<file path="src/rtl/mem_fill_dma.sv">
// mem_fill_dma: write-only DMA that packs a byte stream into 16-bit words
// and writes them to consecutive word addresses of a busy-handshaked memory.
//
// Ports
//   clk, reset_n          clock (rising edge), asynchronous active-low reset
//   start                 one-cycle pulse, accepted only when idle
//   base_addr, len_bytes  first word address and byte count, latched on start
//   src_data, src_valid   byte stream in; src_ready marks consumption
//   iaddr, dataw          word address and write data (registered)
//   rd                    tied low, this initiator never reads
//   we_n, ilb_n, iub_n    active-low write strobe and low/high byte enables
//   membusy               responder busy; 1 = write accepted, falling = done
//   busy, done, error     in progress, completion pulse, sticky timeout flag
module mem_fill_dma #(
   parameter int unsigned TIMEOUT = 255
) (
   input  logic        clk,
   input  logic        reset_n,
   input  logic        start,
   input  logic [17:0] base_addr,
   input  logic [18:0] len_bytes,
   input  logic [7:0]  src_data,
   input  logic        src_valid,
   output logic        src_ready,
   output logic [17:0] iaddr,
   output logic [15:0] dataw,
   output logic        rd,
   output logic        we_n,
   output logic        ilb_n,
   output logic        iub_n,
   input  logic        membusy,
   output logic        busy,
   output logic        done,
   output logic        error
);

   // Counter only has to reach TIMEOUT-1: the timeout fires on the cycle
   // that would make it TIMEOUT.
   localparam int unsigned CW = (TIMEOUT < 2) ? 1 : $clog2(TIMEOUT);
   localparam logic [CW-1:0] TLAST = CW'(TIMEOUT - 1);

   typedef enum logic [2:0] {
      S_IDLE, S_GET_LO, S_GET_HI, S_WR_REQ, S_WR_WAIT, S_FIN, S_ERR
   } state_t;

   state_t        state, state_nx;
   logic [17:0]   addr_q, addr_nx;
   logic [18:0]   rem_q, rem_nx;
   logic [15:0]   data_q, data_nx;
   logic          ilb_q, ilb_nx;
   logic          iub_q, iub_nx;
   logic [CW-1:0] tcnt_q, tcnt_nx;
   logic          err_q, err_nx;
   logic          we_n_q, src_ready_q, busy_q, done_q;
   logic          take;

   assign take = src_valid & src_ready_q;

   always_comb begin
      state_nx = state;
      addr_nx  = addr_q;
      rem_nx   = rem_q;
      data_nx  = data_q;
      ilb_nx   = ilb_q;
      iub_nx   = iub_q;
      tcnt_nx  = tcnt_q;
      err_nx   = err_q;
      case (state)
         S_IDLE: begin
            if (start) begin
               addr_nx  = base_addr;
               rem_nx   = len_bytes;
               err_nx   = 1'b0;
               state_nx = (len_bytes == '0) ? S_FIN : S_GET_LO;
            end
         end
         S_GET_LO: begin
            if (take) begin
               data_nx[7:0] = src_data;
               rem_nx       = rem_q - 19'd1;
               if (rem_q == 19'd1) begin
                  // last byte of an odd-length transfer: low lane only
                  ilb_nx   = 1'b0;
                  iub_nx   = 1'b1;
                  tcnt_nx  = '0;
                  state_nx = S_WR_REQ;
               end else begin
                  state_nx = S_GET_HI;
               end
            end
         end
         S_GET_HI: begin
            if (take) begin
               data_nx[15:8] = src_data;
               rem_nx        = rem_q - 19'd1;
               ilb_nx        = 1'b0;
               iub_nx        = 1'b0;
               tcnt_nx       = '0;
               state_nx      = S_WR_REQ;
            end
         end
         S_WR_REQ: begin
            // acceptance wins over timeout, including membusy already high
            if (membusy) begin
               state_nx = S_WR_WAIT;
            end else if (tcnt_q == TLAST) begin
               err_nx   = 1'b1;
               state_nx = S_ERR;
            end else begin
               tcnt_nx = tcnt_q + CW'(1);
            end
         end
         S_WR_WAIT: begin
            if (!membusy) begin
               addr_nx  = addr_q + 18'd1;
               state_nx = (rem_q != '0) ? S_GET_LO : S_FIN;
            end
         end
         S_FIN:   state_nx = S_IDLE;
         S_ERR:   state_nx = S_IDLE;
         default: state_nx = S_IDLE;
      endcase
   end

   // Strobes are registered from the next state so they change only on
   // clock edges; busy drops already in ERR so it coincides with error.
   always_ff @(posedge clk or negedge reset_n) begin
      if (!reset_n) begin
         state       <= S_IDLE;
         addr_q      <= '0;
         rem_q       <= '0;
         data_q      <= '0;
         ilb_q       <= 1'b1;
         iub_q       <= 1'b1;
         tcnt_q      <= '0;
         err_q       <= 1'b0;
         we_n_q      <= 1'b1;
         src_ready_q <= 1'b0;
         busy_q      <= 1'b0;
         done_q      <= 1'b0;
      end else begin
         state       <= state_nx;
         addr_q      <= addr_nx;
         rem_q       <= rem_nx;
         data_q      <= data_nx;
         ilb_q       <= ilb_nx;
         iub_q       <= iub_nx;
         tcnt_q      <= tcnt_nx;
         err_q       <= err_nx;
         we_n_q      <= !((state_nx == S_WR_REQ) || (state_nx == S_WR_WAIT));
         src_ready_q <= (state_nx == S_GET_LO) || (state_nx == S_GET_HI);
         busy_q      <= (state_nx != S_IDLE) && (state_nx != S_ERR);
         done_q      <= (state_nx == S_FIN);
      end
   end

   assign src_ready = src_ready_q;
   assign iaddr     = addr_q;
   assign dataw     = data_q;
   assign rd        = 1'b0;
   assign we_n      = we_n_q;
   assign ilb_n     = ilb_q;
   assign iub_n     = iub_q;
   assign busy      = busy_q;
   assign done      = done_q;
   assign error     = err_q;

endmodule
</file>
<file path="config.mk">
export PLATFORM = sky130hd
export DESIGN_NAME = mem_fill_dma
export DESIGN_NICKNAME = d
export VERILOG_FILES = /design/src/rtl/mem_fill_dma.sv
export SDC_FILE = /design/constraint.sdc
export NUM_CORES = 1
export LEC_CHECK = 0
export CAP_MARGIN = 20
export CORE_MARGIN = 4
export CORE_UTILIZATION = 45
export CTS_CLUSTER_DIAMETER = 30
export DETAILED_ROUTE_END_ITERATION = 6
export PLACE_DENSITY = 0.85
export REMOVE_ABC_BUFFERS = 1
export SETUP_SLACK_MARGIN = 0.4
export SYNTH_ARGS = -nofsm -noshare
export SYNTH_HDL_FRONTEND = slang
export SYNTH_SLANG_ARGS = --single-unit
export TNS_END_PERCENT = 5
</file>
<file path="constraint.sdc">
create_clock -name clk -period 2.3 [get_ports clk]
set_clock_uncertainty 0.05 [all_clocks]
set_input_delay 0.69 -clock clk [delete_from_list [all_inputs] [get_ports clk]]
set_output_delay 0.69 -clock clk [all_outputs]
set_load 0.02 [all_outputs]
</file>
==> impl_metrics.yaml, run 1 <==
worst_setup_path:
  critPathRequiredTime_ns: 1.56
  crit_path_end_kind: "primary output"
  cp-start-kind: "register"
  path_cells: "clkdlybuf4s50_1"
  crit_family: "buffers and inverters"
  crit_arrival_ns: 1.45
  cp_slowest_stage_delay_ns: 0.64
  cpMaxStageDelayCell: "clkdlybuf4s50_1"
  path_max_fanout: 6
  critPathBufInv: 1
  crit_type: "register to primary output"
synthesis:
  synth-seq-cells: 71
  async_flop_share: 1.00
  yosysSeqAreaShare: 0.458
  synth_edf_count: 0
  ys_warn_count: 0
  syn_area_um2: 3880
  ys.flop_type: "dfrtp_1"
  synthCells: 451
  syn_avg_cell_area_um2: 8.61
  yosysUniqueCellTypes: 49
placement:
  io_buffers: 90
  place.gp.congestion: 0.942
  dp_hpwl_mm: 8.14
  place_area_um2: 5270
power:
  power.switching_mw: 3.31
  leakagePower_nw: 2.43
  powerDensity_nw_per_um2: 1340
  p_int_mw: 4.45
  power_frac_seq: 0.305
  clkPwrFrac: 0.160
  power_frac_comb: 0.534
  vdd.ir_drop.worst_mv: 0.756
  switching_share: 0.427
job:
  cap_violations: 0
timing:
  setup_violations: 0
  slew_violations: 0
  hold_viol: 0
  max_freq_mhz: 457
  rsz0062_at_grt: "yes"
  fin_crit_sh: 0.952
  period_minus_slack_ns: 2.19
die:
  start_util: 0.468
  core_area_um2: 8300
  fp.dieW_um: 101
  die_h_um: 101
  boundaryPins: 92
  die_area_um2: 10200
  fp-row-count: 33
cts:
  postCtsHoldBufs: 0
  cts_tree: "built"
  cts-htree-levels: 3
  clockBufferDepth: 2
  insertion_delay_ns: 0.36
  clk_pin_slew_worst_paths_ns: 0.09
  numCtsBuffers: 9
  clock-root-buffer: "clkbuf_8"
  clkSinkCount: 71
routing:
  routedWlPerCell_um: 16.9
  drt_iter0_drc: 309
  via_per_inst: 5.78
  routed_wl_mm: 11.9
  firstDrtPassIters: 4
  drc: 0
  vias: 4078
  ant_nets: 0
min_path:
  hold_path.class: "input pin to asynchronous set/reset pin"
cells_and_area:
  syn_to_final_growth_pct: 49.1
  post-route-util: 0.698
  final_common_cell: "clkdlybuf4s50_1"
  finalNetCount: 651
  diodes: 0
  final_cell_mix: "clkdlybuf4s50_1, dfrtp_1, buf_4, nor2_1, a21oi_1"
  postLayoutCellArea_um2: 5790
  drive_gt1_frac: 0.233
  nFillCells: 625
run_status:
  run_status: "completed"
global_route:
  overflow: 0
  grt_util_all_layers: 0.238
  antenna_found_initial: 0
  grt_pass1_wl_mm: 19.6
  grt_max_degree: 35
  grt_pass1_vias: 4103
[path summary, 6_finish.rpt]
path	startpoint	endpoint	slack, ns	depth (start not counted)
max	iaddr[3]	iaddr[3]	0.11	1
min	reset_n	error	0.22	1
max reg2reg	rem_q[1]	rem_q[17]	0.12	6
min reg2reg	ilb_n	ilb_n	0.39	2
max in group asynchronous	reset_n	iaddr[16]	1.33	2
min in group clk	ilb_n	ilb_n	0.39	2
[registers in the layout, summed over array words and instances (netlist names)]
register and count:
busy 1, dataw 16, done 1, error 1, iaddr 18, ilb_n 1
iub_n 1, rem_q 19, src_ready 1, state 3, tcnt_q 8, we_n 1
[timing repair]
item                       in CTS  in global routing
gates resized for setup        56                  7
hold endpoints to repair        0                  0
setup endpoints to repair      95                 85
pin swaps                      15                  2
buffers inserted               13                  1
[metal layers]
metal  part of all wire  routed length (um)  track usage  up-vias
li1                   -                   -            -     1914
met1               0.41                4940        0.308     1982
met2               0.50                5950        0.396      159
met3              0.067                 797       0.0588       23
met4              0.019                 227       0.0695        0
met5                  0                   0            0        -
[synth_stat cells (all sizes together) (2+ instances only)]
| library cell | n | share of area |
|---|---|---|
| nand3 | 16 | 0.021 |
| and2 | 4 | 0.0064 |
| dfrtp | 68 | 0.44 |
| nand2b | 6 | 0.0097 |
| and4 | 2 | 0.0045 |
| nor3b | 2 | 0.0039 |
| o31ai | 2 | 0.0039 |
| clkbuf | 20 | 0.019 |
| o21ai | 43 | 0.055 |
| buf | 4 | 0.0058 |
| dfstp | 3 | 0.020 |
| nand4 | 7 | 0.011 |
| o2bb2ai | 3 | 0.0068 |
| nand2 | 36 | 0.035 |
| a2bb2oi | 3 | 0.0068 |
| o22ai | 11 | 0.018 |
| nor3 | 21 | 0.031 |
| nor2 | 57 | 0.055 |
| a21oi | 55 | 0.071 |
| mux2 | 17 | 0.049 |
| ha | 6 | 0.019 |
| and3 | 3 | 0.0048 |
| nor4 | 10 | 0.018 |
| a22oi | 3 | 0.0058 |
| o32ai | 3 | 0.0068 |
| o211ai | 2 | 0.0039 |
| or3 | 8 | 0.013 |
| a31oi | 5 | 0.0081 |
| or2 | 2 | 0.0039 |
| xnor2 | 2 | 0.0045 |
| nor4b | 2 | 0.0045 |
| inv | 14 | 0.014 |
| or4 | 2 | 0.0048 |
[cell families (layout without fill, tap and decap cells)]
group                    after synthesis  count (layout)  share of synthesized area
AO/OA/AOI/OAI                        135             135                      0.196
AND/OR/NAND/NOR                      180             180                      0.230
buffers and inverters                 38             187                     0.0386
other                                  1               1                   0.000965
flip-flops                            71              71                      0.458
XOR/XNOR                               3               3                    0.00676
adder cells (fa/ha/maj)                6               6                     0.0193
multiplexers                          17              17                     0.0493
[cell type report]
| class | count | area (um^2) | area share |
|---|---|---|---|
| Multi-Input combinational cell | 342 | 2150 | 0.371 |
| Sequential cell | 71 | 1780 | 0.308 |
| Timing Repair Buffer | 157 | 1430 | 0.247 |
| Tap cell | 105 | 131 | 0.0227 |
| Clock buffer | 9 | 124 | 0.0214 |
| Clock inverter | 7 | 120 | 0.0207 |
| Inverter | 14 | 52.6 | 0.00907 |
[power groups by stage]
stage | Clock [mW] | Combinational, mW | Sequential [mW]
after floorplan | 0 | 1.65 | 2.67
after global placement | 0 | 3.63 | 2.31
after detailed placement | 0 | 3.74 | 2.35
after CTS | 1.25 | 4.06 | 2.34
after global routing | 1.32 | 4.50 | 2.44
final | 1.25 | 4.15 | 2.37
[through the flow]
stage                     total power [mW]  hold WS, ns  instances  worst slack (ns)  setup TNS (ns)
after floorplan                       4.32        0.344        427            -0.514           -4.93
after global placement                5.94        0.381        675            -0.680           -7.91
after detailed placement              6.09        0.387        675            -0.899          -10.87
after CTS                             7.66        0.218        704            0.0977               0
after global routing                  8.26        0.236        705            0.0403               0
final                                 7.77        0.217        705             0.110               0
No activity file was read; power rests on OpenSTA's default activity.
==> inputs of run 2 (changes only) <==
- SLEW_MARGIN: not set -> 0
==> results of run 2 <==
No change in the layout: final DEF, timing and power equal those of run 1.
==> inputs of run 3 (changes only) <==
- clock period: 2.3 -> 2 ns (I/O delays scaled with it)
==> run 3 against run 2 <==
Compared with the run above:
- the flow now finishes with violations (setup timing)
- via count increased by 12%
- largest cell class unchanged
- critical path type is now register to register
- sequential cell count unchanged
- routed wire length increased by 25%
- largest power group unchanged
- critical endpoint is now tcnt_q[3]
==> impl_metrics.yaml, run 3 (synthesized netlist as in run 1, its figures left out) <==
die:
  die_area_um2: 10200
  fp-row-count: 33
  core_area_um2: 8300
  fp.dieW_um: 101
  boundaryPins: 92
  die_h_um: 101
  start_util: 0.468
worst_setup_path:
  cp-start-kind: "register"
  cp_slowest_stage_delay_ns: 0.40
  cpMaxStageDelayCell: "dfrtp_1"
  path_max_fanout: 5
  path_cells: "buf_4 -> buf_6 -> buf_6 -> nor2_4 -> nand4_1 -> nor4_4 -> buf_4 -> nor3_4 -> or3_1 -> a21oi_1"
  crit_arrival_ns: 2.52
  r2r_cells: 10
  crit_path_end_kind: "register"
  critPathRequiredTime_ns: 2.23
  crit_family: "simple AND/OR/NAND/NOR gates"
  crit_type: "register to register"
  critPathBufInv: 4
  cp.depth: 10
run_status:
  run_status: "finished, violations left"
  violations: "setup timing"
power:
  switching_share: 0.441
  power.switching_mw: 4.61
  p_int_mw: 5.84
  power.total_mw: 10.4
  power_frac_seq: 0.263
  vdd.ir_drop.worst_mv: 0.877
  clkPwrFrac: 0.127
  leakagePower_nw: 2.88
  power_frac_comb: 0.609
  powerDensity_nw_per_um2: 1570
timing:
  rsz0062_at_grt: "yes"
  setup_violations: 20
  fin_crit_sh: 1.15
  timing.hold.ws_ns: 0.202
  period_minus_slack_ns: 2.29
  fin_setup_tns_ns: -2.78
  hold_viol: 0
  slew_violations: 0
  max_freq_mhz: 436
  fin_ws_ns: -0.293
min_path:
  hold_path.class: "input pin to asynchronous set/reset pin"
placement:
  dp_hpwl_mm: 8.38
  place.gp.congestion: 0.898
  io_buffers: 90
  place_area_um2: 5600
global_route:
  grt_max_degree: 72
  overflow: 0
  antenna_found_initial: 0
  grt_util_all_layers: 0.265
  grt_pass1_wl_mm: 21.5
  grt_pass1_vias: 4459
cts:
  clock-root-buffer: "clkbuf_8"
  cts_tree: "built"
  numCtsBuffers: 9
  clockBufferDepth: 2
  clk_pin_slew_worst_paths_ns: 0.08
  insertion_delay_ns: 0.37
  cts-htree-levels: 3
  clkSinkCount: 71
routing:
  drc: 0
  firstDrtPassIters: 5
  routedWlPerCell_um: 19.7
  drt_iter0_drc: 290
  ant_nets: 0
  routed_wl_mm: 14.9
  vias: 4582
  via_per_inst: 6.07
job:
  cap_violations: 0
cells_and_area:
  final_cell_mix: "buf_4, dfrtp_1, nor2_1, clkdlybuf4s50_1, buf_6"
  finalNetCount: 701
  largest-register: "rem_q"
  largest_reg_flops: 19
  drive_gt1_frac: 0.465
  syn_to_final_growth_pct: 71.8
  diodes: 0
  postLayoutCellArea_um2: 6670
  nFillCells: 471
  post-route-util: 0.804
  final_common_cell: "buf_4"
[run 3: repair_timing]
item                                    CTS  global route
endpoints found under the setup margin  105            94
gates resized for setup                 277           127
pin swaps                                39            40
cloned                                    1             0
hold buffers                              0             0
setup buffers                            22             2
[run 3: final timing paths]
check	start	to	slack (ns)
max	rem_q[3]	tcnt_q[3]	-0.29
min	reset_n	done	0.20
max reg2reg	rem_q[3]	tcnt_q[3]	-0.29
min reg2reg	ilb_n	ilb_n	0.44
max in group asynchronous	reset_n	iaddr[12]	1.35
min in group clk	ilb_n	ilb_n	0.44
[run 3: power by group through the flow]
stage	clock (mW)	sequential, mW	combinational, mW
2_1_floorplan	0	3.07	1.90
3_3_place_gp	0	2.55	4.79
3_5_place_dp	0	2.59	4.96
4_1_cts	1.32	2.63	5.44
5_1_grt	1.40	2.82	6.72
6_report	1.33	2.75	6.37
[run 3: worst register-to-register path: stages (launching register included)]
cell     delay, ns
dfrtp_1       0.40
buf_4         0.14
buf_6         0.11
buf_6         0.12
nor2_4        0.09
nand4_1       0.26
nor4_4        0.22
buf_4         0.19
nor3_4        0.06
or3_1         0.38
a21oi_1       0.18
[run 3: area by class of cell]
cell class	count	area (um^2)	share of cell area
multi-input combinational	343	2580	0.387
timing repair buffer	206	1890	0.283
sequential	71	1790	0.269
tap	105	131	0.0197
clock buffer	10	128	0.0191
clock inverter	6	93.8	0.0141
inverter	14	52.6	0.00787
[run 3: per-layer routing]
metal	wire, um	track usage
met1	5540	0.328
met2	7510	0.440
met3	1220	0.0588
met4	609	0.124
met5	0	0
[run 3: per-stage QoR]
stage               instances  setup WS, ns
finish                    755        -0.293
global route              755        -0.309
CTS                       753        -0.170
detailed placement        714        -0.946
global placement          714        -0.809
floorplan                 427        -0.724
